File: config.mk
export PLATFORM = sky130hd
export DESIGN_NAME = output_display
export DESIGN_NICKNAME = d
export VERILOG_FILES = /design/src/rtl/output_display_pkg.sv /design/src/rtl/output_display_seg7_decoder.sv /design/src/rtl/output_display.sv
export SDC_FILE = /design/constraint.sdc
export NUM_CORES = 1
export LEC_CHECK = 0
export BUFFER_PORTS_ARGS = -buffer_cell sky130_fd_sc_hd__buf_4
export CORE_MARGIN = 5
export CORE_UTILIZATION = 45
export CTS_CLUSTER_SIZE = 8
export DETAILED_ROUTE_END_ITERATION = 16
export PLACE_DENSITY = 0.65
export SYNTH_ARGS = -nofsm -noshare
export SYNTH_HDL_FRONTEND = slang
export SYNTH_SLANG_ARGS = --single-unit
File: constraint.sdc
create_clock -name clk -period 2.5 [get_ports clk]
set_clock_uncertainty 0.2 [all_clocks]
set_input_delay 0.25 -clock clk [delete_from_list [all_inputs] [get_ports clk]]
set_output_delay 0.25 -clock clk [all_outputs]
set_load 0.01 [all_outputs]
File: src/rtl/output_display_pkg.sv
// Shared types and constants for the SAP output stage: FSM states, segment codes and
// the double-dabble nibble adjust.
package output_display_pkg;

  typedef enum logic [1:0] {
    ST_IDLE,
    ST_CONVERT,
    ST_DONE
  } state_t;

  localparam logic [6:0] SEG_BLANK = 7'h00;
  localparam logic [6:0] SEG_MINUS = 7'h40;

  // Segment order is {g,f,e,d,c,b,a}, active-high.
  function automatic logic [6:0] seg_of(input logic [3:0] d);
    logic [6:0] s;
    case (d)
      4'd0:    s = 7'h3F;
      4'd1:    s = 7'h06;
      4'd2:    s = 7'h5B;
      4'd3:    s = 7'h4F;
      4'd4:    s = 7'h66;
      4'd5:    s = 7'h6D;
      4'd6:    s = 7'h7D;
      4'd7:    s = 7'h07;
      4'd8:    s = 7'h7F;
      4'd9:    s = 7'h6F;
      default: s = SEG_BLANK;
    endcase
    return s;
  endfunction

  function automatic logic [11:0] bcd_adjust(input logic [11:0] b);
    logic [11:0] r;
    for (int i = 0; i < 3; i++) begin
      r[i*4 +: 4] = (b[i*4 +: 4] >= 4'd5) ? b[i*4 +: 4] + 4'd3 : b[i*4 +: 4];
    end
    return r;
  endfunction

endpackage

File: src/rtl/output_display_seg7_decoder.sv
// Combinational BCD digit to 7-segment decoder with a blanking override.
// Zero latency; no flow control.
module seg7_decoder
  import output_display_pkg::*;
(
  input  logic [3:0] digit,
  input  logic       blank,
  output logic [6:0] seg
);

  assign seg = blank ? SEG_BLANK : seg_of(digit);

endmodule

File: src/rtl/output_display.sv
// SAP output stage: captures a bus byte, converts it to decimal and scans a 4-digit display.
// Capture to commit takes 10 edges; loads during conversion land in a 1-deep overwrite slot.
module output_display
  import output_display_pkg::*;
#(
  parameter int SCAN_DIV = 16
) (
  input  logic       clk,
  input  logic       rst,
  input  logic [7:0] bus_in,
  input  logic       out_load,
  input  logic       signed_mode,
  output logic       busy,
  output logic [7:0] value,
  output logic [6:0] seg,
  output logic [3:0] dig_en
);

  localparam int CW = $clog2(SCAN_DIV);

  state_t      state, state_n;
  logic [2:0]  step_cnt;
  logic [7:0]  bin;
  logic [11:0] bcd;
  logic        conv_neg;
  logic        pend_vld, pend_sgn;
  logic [7:0]  pend_dat;
  logic [11:0] disp_bcd;
  logic        disp_neg;
  logic [CW-1:0] scan_cnt;
  logic [1:0]  scan_idx, idx_n;

  logic start, use_pend, step, commit, pend_wr, pend_clr;
  logic [7:0] src_dat, src_mag;
  logic src_neg;

  always_comb begin
    state_n  = state;
    start    = 1'b0;
    use_pend = 1'b0;
    step     = 1'b0;
    commit   = 1'b0;
    pend_wr  = 1'b0;
    pend_clr = 1'b0;
    case (state)
      ST_IDLE: begin
        if (out_load) begin
          start   = 1'b1;
          state_n = ST_CONVERT;
        end
      end
      ST_CONVERT: begin
        step    = 1'b1;
        pend_wr = out_load;
        if (step_cnt == 3'd7) state_n = ST_DONE;
      end
      ST_DONE: begin
        commit = 1'b1;
        // A fresh load supersedes whatever was parked in the pending slot.
        if (out_load) begin
          start    = 1'b1;
          pend_clr = 1'b1;
          state_n  = ST_CONVERT;
        end else if (pend_vld) begin
          start    = 1'b1;
          use_pend = 1'b1;
          pend_clr = 1'b1;
          state_n  = ST_CONVERT;
        end else begin
          state_n = ST_IDLE;
        end
      end
      default: state_n = ST_IDLE;
    endcase
  end

  assign src_dat = use_pend ? pend_dat : bus_in;
  assign src_neg = (use_pend ? pend_sgn : signed_mode) & src_dat[7];
  assign src_mag = src_neg ? (~src_dat + 8'd1) : src_dat;
  assign busy    = (state != ST_IDLE);

  always_ff @(posedge clk or posedge rst) begin
    if (rst) begin
      state    <= ST_IDLE;
      value    <= '0;
      step_cnt <= '0;
      bin      <= '0;
      bcd      <= '0;
      conv_neg <= 1'b0;
      pend_vld <= 1'b0;
      pend_sgn <= 1'b0;
      pend_dat <= '0;
      disp_bcd <= '0;
      disp_neg <= 1'b0;
    end else begin
      state <= state_n;
      if (start) begin
        value    <= src_dat;
        bin      <= src_mag;
        bcd      <= '0;
        conv_neg <= src_neg;
        step_cnt <= '0;
      end else if (step) begin
        {bcd, bin} <= {bcd_adjust(bcd), bin} << 1;
        step_cnt   <= step_cnt + 3'd1;
      end
      if (commit) begin
        disp_bcd <= bcd;
        disp_neg <= conv_neg;
      end
      if (pend_wr) begin
        pend_vld <= 1'b1;
        pend_dat <= bus_in;
        pend_sgn <= signed_mode;
      end else if (pend_clr) begin
        pend_vld <= 1'b0;
      end
    end
  end

  // Scan: dig_en and seg are both derived from the next index so they always change together.
  logic       scan_wrap;
  logic [3:0] dec_dig;
  logic       dec_blank;
  logic [6:0] dec_seg;

  assign scan_wrap = (scan_cnt == CW'(SCAN_DIV - 1));
  assign idx_n     = scan_wrap ? scan_idx + 2'd1 : scan_idx;

  always_comb begin
    dec_dig   = disp_bcd[3:0];
    dec_blank = 1'b0;
    case (idx_n)
      2'd1: begin
        dec_dig   = disp_bcd[7:4];
        dec_blank = (disp_bcd[11:4] == 8'd0);
      end
      2'd2: begin
        dec_dig   = disp_bcd[11:8];
        dec_blank = (disp_bcd[11:8] == 4'd0);
      end
      2'd3: begin
        dec_dig   = 4'd0;
        dec_blank = 1'b1;
      end
      default: ;
    endcase
  end

  seg7_decoder u_dec (
    .digit (dec_dig),
    .blank (dec_blank),
    .seg   (dec_seg)
  );

  always_ff @(posedge clk or posedge rst) begin
    if (rst) begin
      scan_cnt <= '0;
      scan_idx <= '0;
      dig_en   <= 4'b0001;
      seg      <= 7'h3F;
    end else begin
      scan_cnt <= scan_wrap ? '0 : scan_cnt + CW'(1);
      scan_idx <= idx_n;
      dig_en   <= 4'b0001 << idx_n;
      seg      <= (idx_n == 2'd3) ? (disp_neg ? SEG_MINUS : SEG_BLANK) : dec_seg;
    end
  end

endmodule

==> impl_metrics.csv, run 1 <==
group,metric,value,unit
logic_synthesis,synth_edf_count,0,
layout,regArea,1860,um2
floorplan,ios,32,
logic_synthesis,syn_nets,391,
logic_synthesis,synth_top_area_share,0.438,
logic_synthesis,yosysSeqAreaShare,0.486,
logic_synthesis,synth_area_leaders,"dfrtp_1, mux2_2, ha_1",
clocking,cts_tree,"built",
power,p_per_area,920,nW/um2
floorplan,core,8260,um2
routing,routedWlPerCell,15.0,um
logic_synthesis,synth_ff_type,"dfrtp_1",
timing,period_share,0.966,
logic_synthesis,synth_cell_type_count,53,
power,ir_drop,469,uV
routing,num_vias,2851,
logic_synthesis,synth.cell_area,3820,um2
floorplan,rows,33,
clocking,cts_buffers,9,
timing,worst_pin_slew,741,ps
grt,antenna_found_initial,0,
floorplan,initial_core_util,0.463,
timing,finalSetupTns,0,ps
routing,wl,7910,um
grt,grt_pass1_wl,13300,um
logic_synthesis,synth.most_common_cell,"dfrtp_1",
clocking,cts.path.max_buffers,2,
logic_synthesis,synth_common_cells,"dfrtp_1, nand2_1, o21ai_0",
outcome,status,"completed",
timing,max_freq,414,MHz
placed_design,hpwl,5470,um
grt,grt_max_degree,75,
timing,final_max_slew_viol_count,0,
critical_path,critPathRequiredTime,2560,ps
logic_synthesis,synth_cells,364,
routing,remaining_drc_errors,0,
clocking,htree_levels,3,
timing,finalSetupViolCount,0,
min_path,min_path_cells,3,
floorplan,fp.dieW,102,um
logic_synthesis,synthArstFlopShare,1.00,
critical_path,r2r_slack,80,ps
logic_synthesis,ys_warn_count,0,
clocking,clock_latency,350,ps
layout,multiInputGateArea,1920,um2
placed_design,gp_congestion,0.834,
routing,ant_nets,0,
critical_path,crit_type,"flip-flop to flip-flop",
layout,fill_cells,742,
logic_synthesis,yosys.area.top_type,"dfrtp_1",
critical_path,r2r-start,"scan_cnt[0]$_DFF_PP0_",
critical_path,worst_setup_path_end_kind,"flip-flop",
placed_design,numPlacedInstances,496,
logic_synthesis,avgSynthCellArea,10.5,um2
min_path,hold_end,"pend_vld$_DFFE_PP0P_",
routing,first_iter_violations,89,
layout,final_cells,528,
floorplan,die_area,10400,um2
placed_design,io_buffers,31,
power,leakage,2.08,nW
critical_path,reg2reg_depth,10,
critical_path,worst-path-max-fanout,5,
min_path,worstHoldStart,"out_load",
critical_path,r2r_end,"seg[6]$_DFF_PP0_",
layout,layout-drive-gt1-share,0.274,
clocking,cts_sinks,74,
layout,antenna_cells,0,
routing,first_pass_iters,4,
layout,finalNetCount,445,
layout,area_delta_synth_final,20.7,%
timing,slew_headroom,0.506,
run,max_cap_viol_count,0,
floorplan,die_h,102,um
grt,grt_usage,0.161,
clocking,clk_pin_slew,80,ps
critical_path,arrival,2480,ps
routing,routed_via_density,5.40,
clocking,root_buffer,"clkbuf_8",
grt,grt_pass1_vias,2866,
critical_path,crit_path_start_kind,"flip-flop",
logic_synthesis,ys_ff_latch,74,
grt,grt_overflow_total,0,
timing,fin_crit,2420,ps
timing,rsz0062_at_grt,"yes",
min_path,hp-class,"input pin to flip-flop",
timing,hold_viol,0,
[timing repair]
action	CTS	global route
cloned	0	1
endpoints found under the hold margin	76	0
endpoints found under the setup margin	4	6
pin swaps	0	5
hold buffers	10	0
setup buffers	0	5
gates resized for setup	1	9
[where the power goes]
group	internal, mW	switching (mW)
clock	0.485	0.432
combinational	0.654	0.750
sequential	1.61	0.320
[worst max-delay path by stage]
| stage | from | end | slack (ps) | cells past startpoint |
|---|---|---|---|---|
| global placement | state[0]$_DFFE_PP0P_ | pend_dat[1]$_DFFE_PP0P_ | 70 | 3 |
| detailed placement | state[0]$_DFFE_PP0P_ | pend_dat[6]$_DFFE_PP0P_ | -20 | 3 |
| floorplan | scan_cnt[0]$_DFF_PP0_ | seg[3]$_DFF_PP1_ | -3 | 11 |
| finish | scan_cnt[0]$_DFF_PP0_ | seg[6]$_DFF_PP0_ | 80 | 10 |
| global route | scan_cnt[0]$_DFF_PP0_ | seg[6]$_DFF_PP0_ | -50 | 10 |
| CTS | scan_cnt[0]$_DFF_PP0_ | seg[6]$_DFF_PP0_ | 0.04 | 10 |
[per-layer routing]
layer  vias to the layer above  routed length (um)  global-route usage
met5                         -                   0                   0
met4                         0                 177              0.0646
met3                        19                 308              0.0375
met2                        62                4110               0.291
met1                      1367                3310               0.183
li1                       1403                   -                   -
[logic make-up after synthesis]
family / after synthesis / share of synthesized area
adder cells (fa/ha/maj): 15 / 0.0491
flip-flops: 74 / 0.486
multiplexers: 36 / 0.104
XOR/XNOR: 12 / 0.0275
buffers and inverters: 26 / 0.0321
AND/OR/NAND/NOR: 114 / 0.162
AO/OA/AOI/OAI: 87 / 0.139
[metrics by stage]
stage | power (mW) | worst slack [ps] | utilization | instance area, um2 | hold slack [ps]
finish | 4.25 | 84.7 | 0.559 | 4620 | 243
global route | 4.57 | -53.7 | 0.559 | 4620 | 265
CTS | 4.29 | 0.0391 | 0.548 | 4530 | 241
detailed placement | 3.35 | -20.4 | 0.512 | 4230 | 175
global placement | 3.27 | 73.2 | 0.512 | 4230 | 174
floorplan | 2.90 | -3.27 | - | 3850 | 201
[final cells by class]
cell class                      instances  share of cell area
Inverter                               10             0.00813
Multi-Input combinational cell        265               0.415
Clock inverter                          5              0.0119
Timing Repair Buffer                   58               0.102
Tap cell                              105              0.0285
Clock buffer                           11              0.0306
Sequential cell                        74               0.403
[worst max-delay path, cell delays in order, from the launching register on]
cell      delay, ps
dfrtp_1         430
ha_4            190
and3_4          220
or3b_1          120
nand4_2         120
a311oi_4        360
inv_2           110
ha_4            180
nor2_4          100
o21ba_1         140
o211ai_1        150
[cells in the final DEF (no fill, tap or decap), types with 8 or more instances in the layout]
cell           instances
a21oi_1               22
dfrtp_1               67
ha_1                  12
nand2_1               38
inv_1                  8
o21ai_0               34
mux2i_1               17
nor2_1                12
clkbuf_8              10
nand3_1               16
dlygate4sd3_1         10
mux2_2                17
buf_4                 47
[sequential cells by signal, indices dropped and copies added, names as in the netlist, 4 cells and up]
register and flops:
bcd 12, bin 8, dig_en 4, disp_bcd 12, pend_dat 8, scan_cnt 4
seg 7, value 8
Power figures use the tool's default switching activity.
==> inputs of run 2 (changes only) <==
ABC_AREA = 1   (was default)
==> run 2 against run 1 <==
Utilization decreased by 2.8 points. Clock-buffer cell count fell by 1. Power up 6.5%. Largest power group unchanged.
==> impl_metrics.csv, run 2 <==
group,metric,value,unit
critical_path,crit_path_start_kind,"flip-flop",
power,leakage,2.28,nW
logic_synthesis,synth.most_common_cell,"nand2_1",
floorplan,initial_core_util,0.454,
floorplan,fp.dieW,103,um
routing,remaining_drc_errors,0,
critical_path,worst-path-max-fanout,5,
power,ir_drop,492,uV
logic_synthesis,yosysSeqAreaShare,0.477,
layout,mostFrequentLayoutCell,"nand2_1",
logic_synthesis,synth_edf_count,0,
critical_path,critPathRequiredTime,2590,ps
timing,rsz0062_at_grt,"no",
timing,period_share,0.921,
logic_synthesis,synth_top_area_share,0.429,
critical_path,worst_setup_path_end_kind,"flip-flop",
timing,worst_pin_slew,476,ps
floorplan,rows,34,
placed_design,pre_cts_ws,198,ps
routing,first_pass_iters,4,
clocking,cts_resized,0,
clocking,htree_levels,3,
clocking,root_buffer,"clkbuf_8",
clocking,clk_pin_slew,80,ps
grt,use_met1,0.209,
min_path,hp-class,"input pin to flip-flop",
layout,final_cell_mix,"nand2_1, dfrtp_1, inv_1, o21ai_0, buf_4",
layout,finalNetCount,500,
logic_synthesis,synth_cells,429,
layout,top_regs,"bcd: 12 flops, disp_bcd: 12 flops",
outcome,status,"completed",
layout,final_cells,586,
clocking,cts_sinks,74,
grt,grt_max_degree,75,
logic_synthesis,ys_warn_count,0,
timing,final_max_slew_viol_count,0,
logic_synthesis,syn_nets,456,
logic_synthesis,synth_ff_type,"dfrtp_1",
power,p_total,4.53,mW
logic_synthesis,synth_area_leaders,"dfrtp_1, nand2_1, o21ai_0",
grt,grt_use_met3,0.0291,
grt,grt-busiest-layer,"met2",
timing,max_freq,434,MHz
logic_synthesis,avgSynthCellArea,9.10,um2
logic_synthesis,synth_common_cells,"nand2_1, dfrtp_1, inv_1",
grt,grt_pass1_wl,13500,um
timing,hold_viol,0,
timing,slew_headroom,0.682,
floorplan,ios,32,
clocking,clock_latency,350,ps
floorplan,core,8590,um2
placed_design,io_buffers,31,
logic_synthesis,ys_ff_latch,74,
grt,grt_overflow_total,0,
critical_path,crit_type,"flip-flop to flip-flop",
routing,ant_nets,0,
power,p_per_area,991,nW/um2
routing,num_vias,2859,
logic_synthesis,synth.cell_area,3900,um2
timing,fin_crit,2300,ps
placed_design,gp_congestion,0.844,
grt,grt_pass1_vias,2892,
timing,finalSetupViolCount,0,
run,max_cap_viol_count,0,
floorplan,die_area,10600,um2
timing,setup_slack,197,ps
clocking,cts_tree,"built",
grt,grt_usage,0.162,
routing,first_iter_violations,86,
logic_synthesis,synthArstFlopShare,1.00,
routing,routed_via_density,4.88,
critical_path,arrival,2400,ps
logic_synthesis,yosys.area.top_type,"dfrtp_1",
grt,use_met2,0.268,
routing,wl,7610,um
layout,layout-drive-gt1-share,0.268,
routing,routedWlPerCell,13.0,um
clocking,cts.path.max_buffers,2,
timing,finalSetupTns,0,ps
layout,antenna_cells,0,
logic_synthesis,synth_cell_type_count,44,
placed_design,hpwl,5450,um
grt,antenna_found_initial,0,
layout,fin_util,0.531,
floorplan,die_h,103,um
placed_design,numPlacedInstances,562,
clocking,cts_buffers,9,
layout,area_delta_synth_final,17.0,%
## run 2: path summary, 6_finish.rpt
check / from / end / slack [ps] / depth (start not counted)
min in group asynchronous: rst / scan_cnt[0]$_DFF_PP0_ / 330 / 4
hold reg to reg: value[2]$_DFFE_PP0P_ / value[2]$_DFFE_PP0P_ / 290 / 2
setup / recovery: scan_cnt[0]$_DFF_PP0_ / seg[3]$_DFF_PP1_ / 200 / 13
max in group asynchronous: rst / dig_en[0]$_DFF_PP1_ / 1430 / 4
setup reg to reg: scan_cnt[0]$_DFF_PP0_ / seg[3]$_DFF_PP1_ / 200 / 13
hold / removal: bus_in[5] / pend_dat[5]$_DFFE_PP0P_ / 6 / 3
## run 2: through the flow
step	hold slack, ps	area (um2)
after floorplan	182	3900
final	5.94	4570
after global placement	173	4260
after detailed placement	178	4260
after CTS	3.54	4570
after global routing	42.6	4570
## run 2: metal layers
layer | up-vias | wire length, um | part of all wire
met5 | - | 0 | 0
met4 | 0 | 119 | 0.016
met3 | 9 | 270 | 0.035
met2 | 45 | 3750 | 0.49
met1 | 1342 | 3470 | 0.46
li1 | 1463 | - | -
## run 2: kinds of logic (layout without fill, tap and decap cells)
kind of cell	Yosys count	count (layout)	synth area share
multiplexers	5	5	0.0144
adder cells (fa/ha/maj)	15	15	0.0481
AND/OR/NAND/NOR	188	188	0.266
flip-flops	74	74	0.477
AO/OA/AOI/OAI	70	70	0.107
XOR/XNOR	5	5	0.0112
buffers and inverters	72	121	0.0763
## run 2: timing repair
| item | 4_1_cts | 5_1_grt |
|---|---|---|
| hold buffers | 8 | 0 |
| endpoints found under the setup margin | 0 | 0 |
| buffers inserted | 0 | 0 |
| endpoints found under the hold margin | 74 | 0 |
## run 2: cell type report
cell class | instances | area (um2)
inverter | 62 | 243
fill | 795 | 4030
tap | 108 | 135
multi-input combinational | 283 | 1750
sequential | 74 | 1860
timing repair buffer | 43 | 355
clock buffer | 10 | 138
clock inverter | 6 | 88.8
## run 2: critical path, stage by stage, from the launching register on
cell and delay (ps):
dfrtp_1 400, ha_1 240, nand3_2 120, clkinv_1 90
nand2_2 90, nand2_4 70, nand2_4 110, nand3_1 100
nand2_2 120, inv_1 70, ha_1 280, nor2_1 170
nor2_1 80, nor2_2 100
## run 2: power breakdown
group | internal [mW] | total, mW | switching (mW)
Clock | 0.591 | 1.05 | 0.463
Sequential | 1.63 | 1.89 | 0.257
Combinational | 0.647 | 1.58 | 0.936
Total | 2.87 | 4.53 | 1.66
